### src/rtl/fpnew_divsqrt_result_fifo.sv
// rtl/fpnew_divsqrt_result_fifo.sv - in-order result buffer between div/sqrt unit and output arbiter
//
// Purpose: lets the iterative div/sqrt unit hand off a finished result and
// start its next operation even while the output arbiter is back-pressuring.
// Each entry carries result, status flags, NaN-box extension bit, tag and aux.
//
// Ports:
//   clk_i, rst_ni              clock, synchronous active-low reset
//   result_i .. aux_i          entry payload from the div/sqrt stage
//   in_valid_i / in_ready_o    upstream handshake (in_ready_o = not full)
//   flush_i                    synchronous clear of all entries
//   result_o .. aux_o          head entry payload, zero when empty
//   out_valid_o / out_ready_i  downstream handshake (out_valid_o = not empty)
//   count_o                    number of occupied entries (0..Depth)
//   busy_o                     any entry held
module fpnew_divsqrt_result_fifo #(
    parameter int unsigned Width   = 64,
    parameter int unsigned Depth   = 4,
    parameter type         TagType = logic,
    parameter type         AuxType = logic
) (
    input  logic                       clk_i,
    input  logic                       rst_ni,
    input  logic [Width-1:0]           result_i,
    input  logic [4:0]                 status_i,
    input  logic                       extension_bit_i,
    input  TagType                     tag_i,
    input  AuxType                     aux_i,
    input  logic                       in_valid_i,
    output logic                       in_ready_o,
    input  logic                       flush_i,
    output logic [Width-1:0]           result_o,
    output logic [4:0]                 status_o,
    output logic                       extension_bit_o,
    output TagType                     tag_o,
    output AuxType                     aux_o,
    output logic                       out_valid_o,
    input  logic                       out_ready_i,
    output logic [$clog2(Depth+1)-1:0] count_o,
    output logic                       busy_o
);

    localparam int unsigned IdxW = $clog2(Depth);
    localparam int unsigned PtrW = IdxW + 1;
    localparam int unsigned CntW = $clog2(Depth + 1);

    // Entry storage; deliberately not reset, the pointers alone define validity.
    logic [Width-1:0] result_mem [Depth];
    logic [4:0]       status_mem [Depth];
    logic             ext_mem    [Depth];
    TagType           tag_mem    [Depth];
    AuxType           aux_mem    [Depth];

    // Pointers carry one extra wrap bit so full and empty are distinguishable.
    logic [PtrW-1:0] wr_ptr_q, wr_ptr_d;
    logic [PtrW-1:0] rd_ptr_q, rd_ptr_d;
    logic [IdxW-1:0] wr_idx, rd_idx;
    logic [PtrW-1:0] fill;
    logic            empty, full;
    logic            push, pop;

    assign wr_idx = wr_ptr_q[IdxW-1:0];
    assign rd_idx = rd_ptr_q[IdxW-1:0];

    assign empty = (wr_ptr_q == rd_ptr_q);
    assign full  = (wr_idx == rd_idx) && (wr_ptr_q[IdxW] != rd_ptr_q[IdxW]);

    // Handshake signals depend only on registered pointers, so a pop in the
    // same cycle never opens room for a push when full.
    assign in_ready_o  = ~full;
    assign out_valid_o = ~empty;
    assign busy_o      = ~empty;

    assign push = in_valid_i & ~full & ~flush_i;
    assign pop  = out_ready_i & ~empty & ~flush_i;

    assign fill    = wr_ptr_q - rd_ptr_q;
    assign count_o = CntW'(fill);

    always_comb begin
        wr_ptr_d = wr_ptr_q;
        rd_ptr_d = rd_ptr_q;
        if (flush_i) begin
            wr_ptr_d = '0;
            rd_ptr_d = '0;
        end else begin
            if (push) wr_ptr_d = wr_ptr_q + PtrW'(1);
            if (pop)  rd_ptr_d = rd_ptr_q + PtrW'(1);
        end
    end

    always_ff @(posedge clk_i) begin
        if (!rst_ni) begin
            wr_ptr_q <= '0;
            rd_ptr_q <= '0;
        end else begin
            wr_ptr_q <= wr_ptr_d;
            rd_ptr_q <= rd_ptr_d;
        end
    end

    always_ff @(posedge clk_i) begin
        if (push) begin
            result_mem[wr_idx] <= result_i;
            status_mem[wr_idx] <= status_i;
            ext_mem[wr_idx]    <= extension_bit_i;
            tag_mem[wr_idx]    <= tag_i;
            aux_mem[wr_idx]    <= aux_i;
        end
    end

    // Data outputs are zeroed while empty so stale entries never leak downstream.
    always_comb begin
        result_o        = '0;
        status_o        = '0;
        extension_bit_o = 1'b0;
        tag_o           = '0;
        aux_o           = '0;
        if (!empty) begin
            result_o        = result_mem[rd_idx];
            status_o        = status_mem[rd_idx];
            extension_bit_o = ext_mem[rd_idx];
            tag_o           = tag_mem[rd_idx];
            aux_o           = aux_mem[rd_idx];
        end
    end

endmodule

### config.mk
export PLATFORM = sky130hd
export DESIGN_NAME = fpnew_divsqrt_result_fifo
export DESIGN_NICKNAME = d
export VERILOG_FILES = /design/src/rtl/fpnew_divsqrt_result_fifo.sv
export SDC_FILE = /design/constraint.sdc
export NUM_CORES = 1
export LEC_CHECK = 0
export ABC_AREA = 1
export BUFFER_PORTS_ARGS = -buffer_cell sky130_fd_sc_hd__buf_2
export CELL_PAD_IN_SITES_DETAIL_PLACEMENT = 0
export CELL_PAD_IN_SITES_GLOBAL_PLACEMENT = 2
export CORE_MARGIN = 2
export CORE_UTILIZATION = 35
export DETAILED_ROUTE_END_ITERATION = 6
export HOLD_SLACK_MARGIN = 0.15
export PLACE_DENSITY_LB_ADDON = 0.1
export SLEW_MARGIN = 20
export SYNTH_ARGS = -nofsm -noshare
export SYNTH_HDL_FRONTEND = slang
export SYNTH_SLANG_ARGS = --single-unit
### constraint.sdc
create_clock -name clk_i -period 4.3 [get_ports clk_i]
set_clock_uncertainty 0.2 [all_clocks]
set_input_delay 0.215 -clock clk_i [delete_from_list [all_inputs] [get_ports clk_i]]
set_output_delay 0.215 -clock clk_i [all_outputs]
set_load 0.02 [all_outputs]
Word-level counts from Yosys, hierarchy flattened
Memory sizes are Yosys's and may differ from the RTL's. A register that Yosys moved wholly into a read port is not among the register bits.
Index checks and enable logic that the tools add are counted.
{ "totals": {"wordCells": 40, "mem_bits_rw": 288, "n_memories": 5, "output_inout_bits": 78, "regBits": 6, "latch_bits": 0, "mem_bits_ro": 0, "input_bits": 77} }
{ "op_classes": {"div_mod_pow": 0, "n_shift": 0, "n_lt_le_gt_ge": 0, "bitwise": 8, "eq_ne": 3, "addsub": 3, "n_reduce_logical": 2, "n_mux": 17, "multipliers": 0} }
{ "memory_table": {"columns": ["name", "words", "width", "read_ports", "rd_clocked_by_memory_dff", "write_ports", "line", "source"], "rows": [
  ["result_mem", 4, 64, 1, 1, 1, "48", "logic [Width-1:0] result_mem [Depth];"],
  ["status_mem", 4, 5, 1, 1, 1, "49", "logic [4:0] status_mem [Depth];"],
  ["aux_mem", 4, 1, 1, 1, 1, "52", "AuxType aux_mem [Depth];"],
  ["ext_mem", 4, 1, 1, 1, 1, "50", "logic ext_mem [Depth];"],
  ["tag_mem", 4, 1, 1, 1, 1, "51", "TagType tag_mem [Depth];"]
]} }
{ "op_table": {"columns": ["op", "n"], "rows": [
  ["two-way mux 64 bit", 1],
  ["two-way mux 2 bit", 10],
  ["adder 3 x 1 -> 3 bit (second input constant)", 2],
  ["two-way mux 1 bit", 5],
  ["two-way mux 5 bit", 1],
  ["bitwise AND 1 bit", 4],
  ["NOT 1 bit", 4],
  ["== test 3 bit", 1],
  ["subtractor 3 bit", 1],
  ["== test 2 bit", 1],
  ["OR reduction 2 bit", 1],
  ["logical AND 1 bit", 1],
  ["inequality test 1 bit", 1]
]} }

Logic depth before layout (Yosys ltp)
Gate-level depths: netlist (run 1).
{ "depth": {"depth_word": 7, "depth_mapped": 9} }

Worst setup path after synthesis (run 1)
OpenSTA, ideal clock, no wires.
{ "synth_timing": {"path_kind": "register -> register", "from": "register wr_ptr_q[0]", "to": "memory aux_mem[0] (netlist bit), enable pin", "synth_period_minus_slack_ns": 5.005, "arrival_time_ns": 4.302, "n_path_buf": 0, "path_stages_with_launch": 8, "setup_ns": 0.503, "slack_ns": -0.705, "path_cell_list": "dfxtp_1 > inv_1 > ha_1 > nand2_1 > inv_1 > nand3_1 > nand2_1 > nor2_1"} }
{ "synth_via": {"elab_chain_len": 7} }
{ "synth_lines": {"columns": ["element", "line", "source"], "rows": [
  ["start: declaration", "55", "logic [PtrW-1:0] wr_ptr_q, wr_ptr_d;"],
  ["start signal: assignment", "97", "wr_ptr_q <= wr_ptr_d;"],
  ["== test 2 bit", "66", "assign full = (wr_idx == rd_idx) && (wr_ptr_q[IdxW] != rd_ptr_q[IdxW]);"],
  ["logical AND 1 bit", "66", null],
  ["NOT 1 bit", null, null],
  ["named net in_ready_o", "30", "output logic in_ready_o,"],
  ["bitwise AND 1 bit (2 in a row)", "74", "assign push = in_valid_i & ~full & ~flush_i;"],
  ["two-way mux 1 bit", "103", "if (push) begin"],
  ["two-way mux 1 bit (implied by the code)", "108", "aux_mem[wr_idx] <= aux_i;"],
  ["end: declaration", "52", null]
]} }
The timed path passes the listed nets, and every way through them passes these cells.

Worst setup path in the final report (run 1)
{ "layout_timing": {"from": "register wr_ptr_q[0]", "to": "output port status_o[4]"} }
{ "layout_via": {"elab_chain_len": 2} }
{ "layout_lines": {"columns": ["element", "line", "source"], "rows": [
  ["== test 3 bit", "65", "assign empty = (wr_ptr_q == rd_ptr_q);"],
  ["two-way mux 5 bit", "119", "if (!empty) begin"],
  ["end: declaration", "33", "output logic [4:0] status_o,"]
]} }
No other way between the ends.

==> results of run 1 <==
-- final cells by class --
type	instances	area, um2
Tap cell	442	553.0
Inverter	20	78.83
Clock inverter	18	78.83
Multi-Input combinational cell	556	2490
Timing Repair Buffer	245	1702
Fill cell	3086	18030
Clock buffer	44	952.2
Sequential cell	296	8816
-- cell families after synthesis --
| group | after synthesis |
|---|---|
| AND/OR/NAND/NOR | 328 |
| flip-flops | 296 |
| adder cells (fa/ha/maj) | 8 |
| AO/OA/AOI/OAI | 219 |
| XOR/XNOR | 1 |
| buffers and inverters | 74 |
-- what timing repair did --
item / 4_1_cts / 5_1_grt
hold endpoints to repair: 296 / 0
endpoints found under the setup margin: 0 / 0
hold buffers: 76 / 0
setup buffers: 0 / 0
-- synthesized netlist by cell type --
| cell type | n |
|---|---|
| nand2_1 | 18 |
| dfxtp_1 | 8 |
| clkbuf_2 | 5 |
| a21oi_1 | 75 |
| buf_2 | 23 |
| inv_2 | 3 |
| buf_1 | 5 |
| o21ai_1 | 60 |
| nand3_4 | 1 |
| ha_1 | 7 |
| clkbuf_1 | 9 |
| buf_4 | 3 |
| edfxtp_1 | 288 |
| nand3b_1 | 1 |
| xor2_1 | 1 |
| inv_4 | 1 |
| inv_1 | 16 |
| nand3_1 | 3 |
| buf_6 | 9 |
| and3_1 | 1 |
| nor2_1 | 304 |
| fa_1 | 1 |
| o21ai_0 | 84 |
-- cell usage in the layout (no fill, tap or decap) --
master,n
a21oi_1,75
buf_12,3
nand3_4,1
dlygate4sd3_1,76
clkinv_2,6
and3_1,1
nor2_4,3
o21ai_1,60
dfxtp_4,2
inv_4,1
inv_1,15
clkinv_4,1
xor2_1,1
inv_2,3
clkbuf_16,37
nand3_1,3
ha_1,7
buf_16,1
dfxtp_1,6
nand2_1,18
buf_2,154
o21ai_0,84
buf_4,11
fa_1,1
nand3b_1,1
nor2_1,301
clkbuf_1,7
edfxtp_1,288
clkinv_1,12
-- power groups by stage --
stage	clock network (mW)	registers (mW)	logic, mW
after floorplan	0	3.29	0.172
after global placement	0	3.28	0.324
after detailed placement	0	3.29	0.325
after CTS	2.73	3.22	0.380
after global routing	2.84	3.23	0.415
final	2.65	3.22	0.371
-- state kept, by name, indices dropped and copies added (netlist names), named ones only --
name	count
result_mem	256
ext_mem	4
tag_mem	4
aux_mem	4
wr_ptr_q	3
rd_ptr_q	3
status_mem	20
-- routing by layer --
| layer | vias to the layer above | track usage, % | part of all wire [%] |
|---|---|---|---|
| met3 | 39 | 2.765 | 4.4 |
| met5 | - | 0 | 0 |
| li1 | 3721 | - | - |
| met2 | 166 | 27.25 | 48 |
| met4 | 0 | 4.090 | 1.8 |
| met1 | 3574 | 21.23 | 45 |
-- how the worst max path moves through the flow --
| stage | from | endpoint | slack, ps |
|---|---|---|---|
| CTS | wr_ptr_q[0]$_SDFFE_PP0P_ | result_o[1] | 900 |
| global placement | wr_ptr_q[0]$_SDFFE_PP0P_ | result_o[18] | 1520 |
| finish | wr_ptr_q[0]$_SDFFE_PP0P_ | status_o[4] | 1010 |
| detailed placement | wr_ptr_q[0]$_SDFFE_PP0P_ | result_o[1] | 1440 |
| global route | wr_ptr_q[0]$_SDFFE_PP0P_ | status_o[4] | 700 |
| floorplan | wr_ptr_q[0]$_SDFFE_PP0P_ | aux_mem[0]$_DFFE_PP_ | -710 |
-- stage by stage --
stage	setup WS [ps]	utilization (%)	TNS, ps	cells
2_1_floorplan	-705.4	-	-152360	926
3_3_place_gp	1517	39.30	0	1482
3_5_place_dp	1442	39.38	0	1483
4_1_cts	902.7	44.86	0	1621
5_1_grt	696.8	44.86	0	1621
6_report	1010	44.86	0	1621
-- critical path, stage by stage (launching register included) --
cell and delay [ps]:
dfxtp_1 350, inv_1 110, ha_1 310, nand2_1 50
inv_1 100, nand3_4 150, inv_2 580, buf_4 430
a21oi_1 90, buf_2 180
==> results.toml, run 1 <==
[run_status]
status = "finished clean"

[routing]
routed_via_density = 4.627
wl_mm = 28.01
dr.pass1.iters = 5
drtAntennaViolNets = 0
drtIter0Drc = 490
drc = 0
vias = 7500
avgRoutedWirePerCell_um = 17.28

[place]
dp_hpwl_mm = 14.85
io_buffers = 154
gp_congestion = 0.6937
post_dp_cell_area_mm2 = 0.01288

[floorplanning]
core_mm2 = 0.03270
core.rowCount = 66
die_y_um = 186.6
start_util_pct = 35.69
die_w_um = 186.6
die_area_mm2 = 0.03482
io_pins = 155

[cts]
cts_tree = "built"
postCtsResizedCells = 0
cts_buffers = 34
root_buffer = "clkbuf_16"
clock-sinks = 296
clkLatencyLatePin_ps = 490
cts.clk_slew.worst_paths_ps = 60
htree_levels = 2
clockBufferDepth = 3

[timing]
worst_pin_slew_ps = 990.3
finalCritPeriodShare_pct = 76.51
finalMaxSlewViolations = 0
relSlewSlack_pct = 33.98
fmax_mhz = 304.0
rsz0062_at_grt = "no"
post-route-min-period_ps = 3290
setup_viol = 0
holdWs_ps = 263.3
hold_viol_final = 0

[critical_path]
crit_fanout = 33
r2r_start = "wr_ptr_q[0]$_SDFFE_PP0P_"
required_ps = 3880
r2r_cells = 8
reg2reg_setup_slack_ps = 1580
crit_arrival_ps = 2870
crit_type = "reg2out"
endpoint_kind = "output port"
reg2reg_to = "result_mem[0][43]$_DFFE_PP_"
cp-start-kind = "flop"

[power]
pwr-share-seq_pct = 51.6
p_sw_mw = 1.335
powerDensity_mw_per_mm2 = 425.7
sw_frac_of_total_pct = 21.37
total_power_mw = 6.246
intPower_mw = 4.911
p_clk_share_pct = 42.4
ir_drop_v = 0.0002681
p_leak_nw = 5.416
power_frac_comb_pct = 5.9

[final_layout]
fin_area_mm2 = 0.01467
fin_nets = 1238
syn2layout_area_growth_pct = 25.71
drive_gt1_share_pct = 18.91
diodes = 0

[synthesis]
synth_cell_type_count = 23
synth.yosys.warnings = 0
synth_compound_area_share_pct = 9.392
synth_top_family_by_area = "simple AND/OR/NAND/NOR gates"
synth_top_area_cell = "edfxtp_1"
ys_seq_area_share_pct = 75.48
syn_avg_cell_area_um2 = 12.60
synth-simple-area-share_pct = 10.75
synthTopCellsByArea = "edfxtp_1 74%, nor2_1 9.8%, o21ai_0 3.6%"
synth.mux.area_fraction_pct = 0
ys_ff_latch = 296
synthXorXnorAreaFrac_pct = 0.07505
synth_fa_ha_area_share_pct = 0.9221
syn-instance-count = 926
synthesis.nets = 1011
netlist_area_mm2 = 0.01167
synth_top_area_share_pct = 74.11

[global_route]
antenna_found_initial = 0
grt_overflow = 0
grtUsageTotal_pct = 16.00
grt_pass1_wl_mm = 43.44
grt_max_degree = 145
grt_pass1_vias = 7480

[worst_hold_path]
min_to = "result_mem[1][15]$_DFFE_PP_"
whs_path_depth = 2
hold_path.class = "in2reg"
hold_start = "result_i[15]"

[flow_run]
drv_cap = 0
(Power assumes the default switching activity.)
==> inputs of run 2 (changes only) <==
--- a/config.mk
+++ b/config.mk
@@ -5,12 +5,12 @@
 export SDC_FILE = /design/constraint.sdc
 export NUM_CORES = 1
 export LEC_CHECK = 0
-export ABC_AREA = 1
+export ABC_AREA = 0
 export BUFFER_PORTS_ARGS = -buffer_cell sky130_fd_sc_hd__buf_2
 export CELL_PAD_IN_SITES_DETAIL_PLACEMENT = 0
 export CELL_PAD_IN_SITES_GLOBAL_PLACEMENT = 2
 export CORE_MARGIN = 2
-export CORE_UTILIZATION = 35
+export CORE_UTILIZATION = 44
 export DETAILED_ROUTE_END_ITERATION = 6
 export HOLD_SLACK_MARGIN = 0.15
 export PLACE_DENSITY_LB_ADDON = 0.1
==> constraint.sdc (replaced) <==
create_clock -name clk_i -period 3.2 [get_ports clk_i]
set_clock_uncertainty 0.2 [all_clocks]
set_input_delay 0.16 -clock clk_i [delete_from_list [all_inputs] [get_ports clk_i]]
set_output_delay 0.16 -clock clk_i [all_outputs]
set_load 0.02 [all_outputs]
==> results.toml, run 2 <==
[cts]
clockBufferDepth = 3
cts_tree = "built"
cts_buffers = 30
root_buffer = "clkbuf_16"
post-cts-setup-buffers = 0
htree_levels = 1
holdBufCountCts = 81
clkLatencyLatePin_ps = 540
postCtsResizedCells = 0
clock-sinks = 296
cts.clk_slew.worst_paths_ps = 60

[synthesis]
netlist_area_mm2 = 0.01147
synthesis.nets = 602
synth_top_family_by_area = "multiplexers"
synth_fa_ha_area_share_pct = 0.9384
synth_cell_type_count = 24
synth.mux.area_fraction_pct = 14.66
ys_ff_latch = 296
synth-simple-area-share_pct = 4.877
syn_avg_cell_area_um2 = 22.18
synthFlopType = "edfxtp_1"
synth_commonest_cells = "288 x edfxtp_1, 73 x nor2b_1, 72 x mux4_2, 14 x buf_6, 10 x nand2_1"
synth_top_area_share_pct = 75.42
synthTopCellsByArea = "edfxtp_1 75%, mux4_2 14%, nor2b_1 4.0%"
syn-instance-count = 517
async_reset_ff_share_pct = 0
synth-edff-count = 288
synth_top_area_cell = "edfxtp_1"
synth_most_common_cell = "edfxtp_1"
synth_compound_area_share_pct = 0.3055
ys_seq_area_share_pct = 76.81
synth.yosys.warnings = 0
synthXorXnorAreaFrac_pct = 0.2182

[final_layout]
final_cells = 1137
drive_gt1_share_pct = 38.08
top_register = "result_mem"
largest_reg_flops = 256
fin_nets = 862
regArea_mm2 = 0.008818
syn2layout_area_growth_pct = 27.48
reg_top3 = "result_mem: 256 flops, status_mem: 20 flops"
final.fill_count = 2038
layout_common_cells = "288 x edfxtp_1, 154 x buf_2, 81 x dlygate4sd3_1"
multi_input_area_mm2 = 0.002449
mostFrequentLayoutCell = "edfxtp_1"

[timing]
setup_viol = 0
relSlewSlack_pct = 60.66
finalCritPeriodShare_pct = 86.61
rsz0062_at_grt = "no"
worst_pin_slew_ps = 590.1
finalMaxSlewViolations = 0
hold_viol_final = 0
post-route-min-period_ps = 2772
fmax_mhz = 360.8
holdWs_ps = 170.4

[worst_hold_path]
hold_path.class = "in2reg"
whs_path_depth = 2

[power]
ir_drop_v = 0.0004442
p_leak_nw = 5.060
powerDensity_mw_per_mm2 = 576.1

[routing]
dr.pass1.iters = 4
routed_via_density = 5.077
vias = 5772
avgRoutedWirePerCell_um = 20.26
drc = 0
wl_mm = 23.04
drtIter0Drc = 336
drtAntennaViolNets = 0

[floorplanning]
core_mm2 = 0.02584
core.rowCount = 59
die_area_mm2 = 0.02737
die_w_um = 165.4
start_util_pct = 44.38
die_y_um = 165.4
io_pins = 155

[critical_path]
reg2reg_to = "result_mem[0][16]$_DFFE_PP_"
r2r_cells = 6
crit_family = "flip-flops"
crit_buf_inv = 2
crit_fanout = 17
required_ps = 2840
cp-start-kind = "flop"
crit_arrival_ps = 2410
crit_path_end = "result_o[43]"
path_depth = 4
cp_slowest_stage_delay_ps = 600
crit_chain = "buf_4 -> mux4_2 -> nor2b_1 -> buf_2"
endpoint_kind = "output port"
r2r_start = "rd_ptr_q[1]$_SDFFE_PP0P_"
crit_type = "reg2out"
reg2reg_setup_slack_ps = 570
cp_slowest_cell = "dfxtp_4"

[global_route]
antenna_found_initial = 1
grt_pass1_vias = 5967
grt_pass1_wl_mm = 34.05
grt_overflow = 0
grt_max_degree = 42
grtUsageTotal_pct = 16.74

[place]
dp_hpwl_mm = 13.93
io_buffers = 154
post-place-cells = 999
gp_congestion = 0.7222

[run_status]
status = "finished clean"

[flow_run]
drv_cap = 0
[run 2: changes by cell type after synthesis, sizes merged, moves of 11 or more]
cell,delta
nor2,-303
a21oi,-74
buf,-21
o21ai,-144
nor2b,+73
mux4,+72
inv,-11
[run 2: worst min-delay path by stage]
stage | from | end | slack (ps)
after floorplan | aux_i | aux_mem[0]$_DFFE_PP_ | 60
after global placement | result_i[48] | result_mem[2][48]$_DFFE_PP_ | 170
after detailed placement | result_i[27] | result_mem[1][27]$_DFFE_PP_ | 180
after CTS | result_i[59] | result_mem[0][59]$_DFFE_PP_ | 150
after global routing | result_i[22] | result_mem[3][22]$_DFFE_PP_ | 160
final | result_i[44] | result_mem[1][44]$_DFFE_PP_ | 170
[run 2: kinds of logic after synthesis]
| family | after synthesis |
|---|---|
| DFF | 296 |
| and+or+nand+nor | 93 |
| muxes | 78 |
| buffers and inverters | 35 |
| adders and majority gates | 8 |
| AOI/OAI and AO/OA | 5 |
| xor gates and xnor gates | 2 |
[run 2: where the power goes]
part	switching [mW]	internal (mW)	total, mW
registers	0.0144	4.31	4.32
logic	0.210	0.204	0.415
clock network	1.40	2.28	3.68
[run 2: through the flow]
stage / power (mW) / area [um2] / util (%) / setup TNS (ps) / setup slack, ps
5_1_grt: 8.682 / 14620 / 56.58 / 0 / 273.2
4_1_cts: 8.501 / 14620 / 56.57 / 0 / 365.5
3_3_place_gp: 4.738 / 12750 / 49.33 / 0 / 595.8
6_report: 8.423 / 14620 / 56.58 / 0 / 428.4
2_1_floorplan: 4.589 / 11500 / - / -16540 / -227.3
3_5_place_dp: 4.749 / 12750 / 49.33 / 0 / 581.8
[run 2: area by class of cell]
type,count,area share [%]
Tap cell,335,2.867
Inverter,9,0.2311
Multi-Input combinational cell,186,16.75
Timing Repair Buffer,254,12.56
Clock buffer,35,5.546
Sequential cell,296,60.32
Antenna cell,1,0.01712
Clock inverter,21,1.703
[run 2: worst register-to-register path: stages, from the launching register on]
cell	delay (ps)
dfxtp_2	370
inv_1	60
ha_1	280
and2_4	160
a21oi_1	430
and2_4	520
buf_12	290
[run 2: metal layers]
layer  GRT usage (%)  vias to the layer above  routed length (um)
met3           2.747                       33                 962
met2           28.11                      136               11480
li1                -                     2609                   -
met5               0                        -                   0
met4           4.075                        0                 475
met1           23.17                     2994               10120
==> inputs of run 3 (changes only) <==
--- a/config.mk
+++ b/config.mk
@@ -6,14 +6,15 @@
 export NUM_CORES = 1
 export LEC_CHECK = 0
 export ABC_AREA = 0
-export BUFFER_PORTS_ARGS = -buffer_cell sky130_fd_sc_hd__buf_2
 export CELL_PAD_IN_SITES_DETAIL_PLACEMENT = 0
 export CELL_PAD_IN_SITES_GLOBAL_PLACEMENT = 2
 export CORE_MARGIN = 2
-export CORE_UTILIZATION = 44
+export CORE_UTILIZATION = 48
 export DETAILED_ROUTE_END_ITERATION = 6
+export DONT_BUFFER_PORTS = 1
 export HOLD_SLACK_MARGIN = 0.15
 export PLACE_DENSITY_LB_ADDON = 0.1
+export SKIP_LAST_GASP = 1
 export SLEW_MARGIN = 20
 export SYNTH_ARGS = -nofsm -noshare
 export SYNTH_HDL_FRONTEND = slang
==> results.toml, run 3 (synthesized netlist as in run 2, its figures left out) <==
[cts]
clkLatencyLatePin_ps = 540
cts_tree = "built"
htree_levels = 1
root_buffer = "clkbuf_16"
postCtsResizedCells = 0
clockBufferDepth = 3
cts_buffers = 30
clock-sinks = 296
cts.clk_slew.worst_paths_ps = 60

[place]
dp_hpwl_mm = 12.97
io_buffers = 0
gp_congestion = 0.7198

[routing]
vias = 5389
wl_mm = 22.30
dr_wl_met3_mm = 1.251
drtIter0Drc = 244
wirelength_met1_mm = 9.262
wl_met2_mm = 11.40
avgRoutedWirePerCell_um = 21.86
dr.pass1.iters = 4
drtAntennaViolNets = 0
top_layer = "met4"
routed_via_density = 5.283
drc = 0

[critical_path]
crit_fanout = 47
r2r_cells = 6
required_ps = 2840
path_depth = 3
crit_type = "reg2out"
reg2reg_setup_slack_ps = 590
cp-start-kind = "flop"
crit_path_end = "result_o[18]"
crit_buf_inv = 1
r2r_start = "wr_ptr_q[0]$_SDFFE_PP0P_"
cp_slowest_cell = "dfxtp_4"
endpoint_kind = "output port"
crit_family = "flip-flops"
crit_arrival_ps = 2410
crit_chain = "buf_4 -> mux4_2 -> nor2b_1"
cp_slowest_stage_delay_ps = 850
reg2reg_to = "status_mem[1][4]$_DFFE_PP_"

[floorplanning]
die_w_um = 158.6
io_pins = 155
start_util_pct = 48.85
core.rowCount = 56
die_area_mm2 = 0.02514
die_y_um = 158.6
core_mm2 = 0.02347

[global_route]
antenna_found_initial = 0
grt_max_degree = 71
grt_overflow = 0
grt_pass1_wl_mm = 33.46
grt_pass1_vias = 5929
grtUsageTotal_pct = 17.93

[final_layout]
mostFrequentLayoutCell = "edfxtp_1"
top_register = "result_mem"
syn2layout_area_growth_pct = 24.31
final.fill_count = 1682
diodes = 0
regArea_mm2 = 0.008818
drive_gt1_share_pct = 20.40
reg_top3 = "result_mem: 256 flops, status_mem: 20 flops"
fin_nets = 765
layout_common_cells = "288 x edfxtp_1, 140 x dlygate4sd3_1, 73 x nor2b_1"
largest_reg_flops = 256
multi_input_area_mm2 = 0.002449

[timing]
setup_viol = 0
rsz0062_at_grt = "no"
relSlewSlack_pct = 48.34
worst_pin_slew_ps = 774.9
finalSetupTns_ps = 0
finalCritPeriodShare_pct = 86.66
hold_viol_final = 0
finalMaxSlewViolations = 0
fmax_mhz = 360.6
post-route-min-period_ps = 2773

[run_status]
status = "finished clean"

[power]
total_power_mw = 7.999
powerDensity_mw_per_mm2 = 561.1
ir_drop_v = 0.0004750
p_leak_nw = 4.508

[flow_run]
drv_cap = 0

[worst_hold_path]
hold_path.class = "in2reg"
## run 3: changes by cell type in the layout (fill, tap and decap cells not counted)
cell           previous run  this run
clkbuf_1                  2         5
clkbuf_8                  2         0
buf_2                   154         0
clkinvlp_4                1         2
clkinv_2                  7         6
diode_2                   1         0
dlygate4sd3_1            81       140
buf_12                    9         8
bufinv_16                 6         2
buf_4                    10         9
## run 3: power by group
part / internal, mW / total, mW / leakage, nW / switching [mW]
Combinational: 0.199 / 0.397 / 1.37 / 0.199
Sequential: 4.31 / 4.33 / 2.68 / 0.0156
Clock: 1.91 / 3.28 / 0.451 / 1.37
Total: 6.42 / 8.00 / 4.51 / 1.58
## run 3: worst min path at each step
stage / from / to / cells after the start
final: result_i[22] / result_mem[0][22]$_DFFE_PP_ / 1
after global placement: result_i[0] / result_mem[3][0]$_DFFE_PP_ / 0
after floorplan: aux_i / aux_mem[0]$_DFFE_PP_ / 0
after detailed placement: tag_i / tag_mem[3]$_DFFE_PP_ / 0
after global routing: result_i[22] / result_mem[0][22]$_DFFE_PP_ / 1
after CTS: result_i[22] / result_mem[0][22]$_DFFE_PP_ / 1
## run 3: worst register-to-register path, cell delays in order, from the launching register on
cell and delay [ps]:
dfxtp_2 360, inv_2 80, ha_4 250, and2_4 180, a21oi_1 430, and2_4 470, buf_12 290
## run 3: what timing repair did
action,CTS,global route
hold endpoints to repair,354,4
setup buffers,0,0
hold buffers,139,1
## run 3: area by class of cell
class / count / share of cell area [%]
tap: 319 / 2.800
multi-input combinational: 186 / 17.18
clock buffer: 36 / 5.574
inverter: 9 / 0.2370
sequential: 296 / 61.86
timing repair buffer: 157 / 11.43
clock inverter: 17 / 0.9216
## run 3: through the flow
stage                     setup WS, ps  hold slack (ps)  instances  utilization [%]  area, um2
final                            426.8            162.8       1020            60.73      14250
after global routing             271.6            155.6       1020            60.73      14250
after CTS                        357.9            151.7       1019            60.69      14240
after detailed placement         581.5            59.01        827            50.82      11930
after global placement           619.7            59.03        827            50.82      11930
after floorplan                 -227.3            58.87        517                -      11500
## run 3: metal layers
layer	GRT usage, %	up-vias
li1	-	2407
met1	22.79	2814
met2	31.50	140
met3	3.674	28
met4	5.019	0
met5	0	-
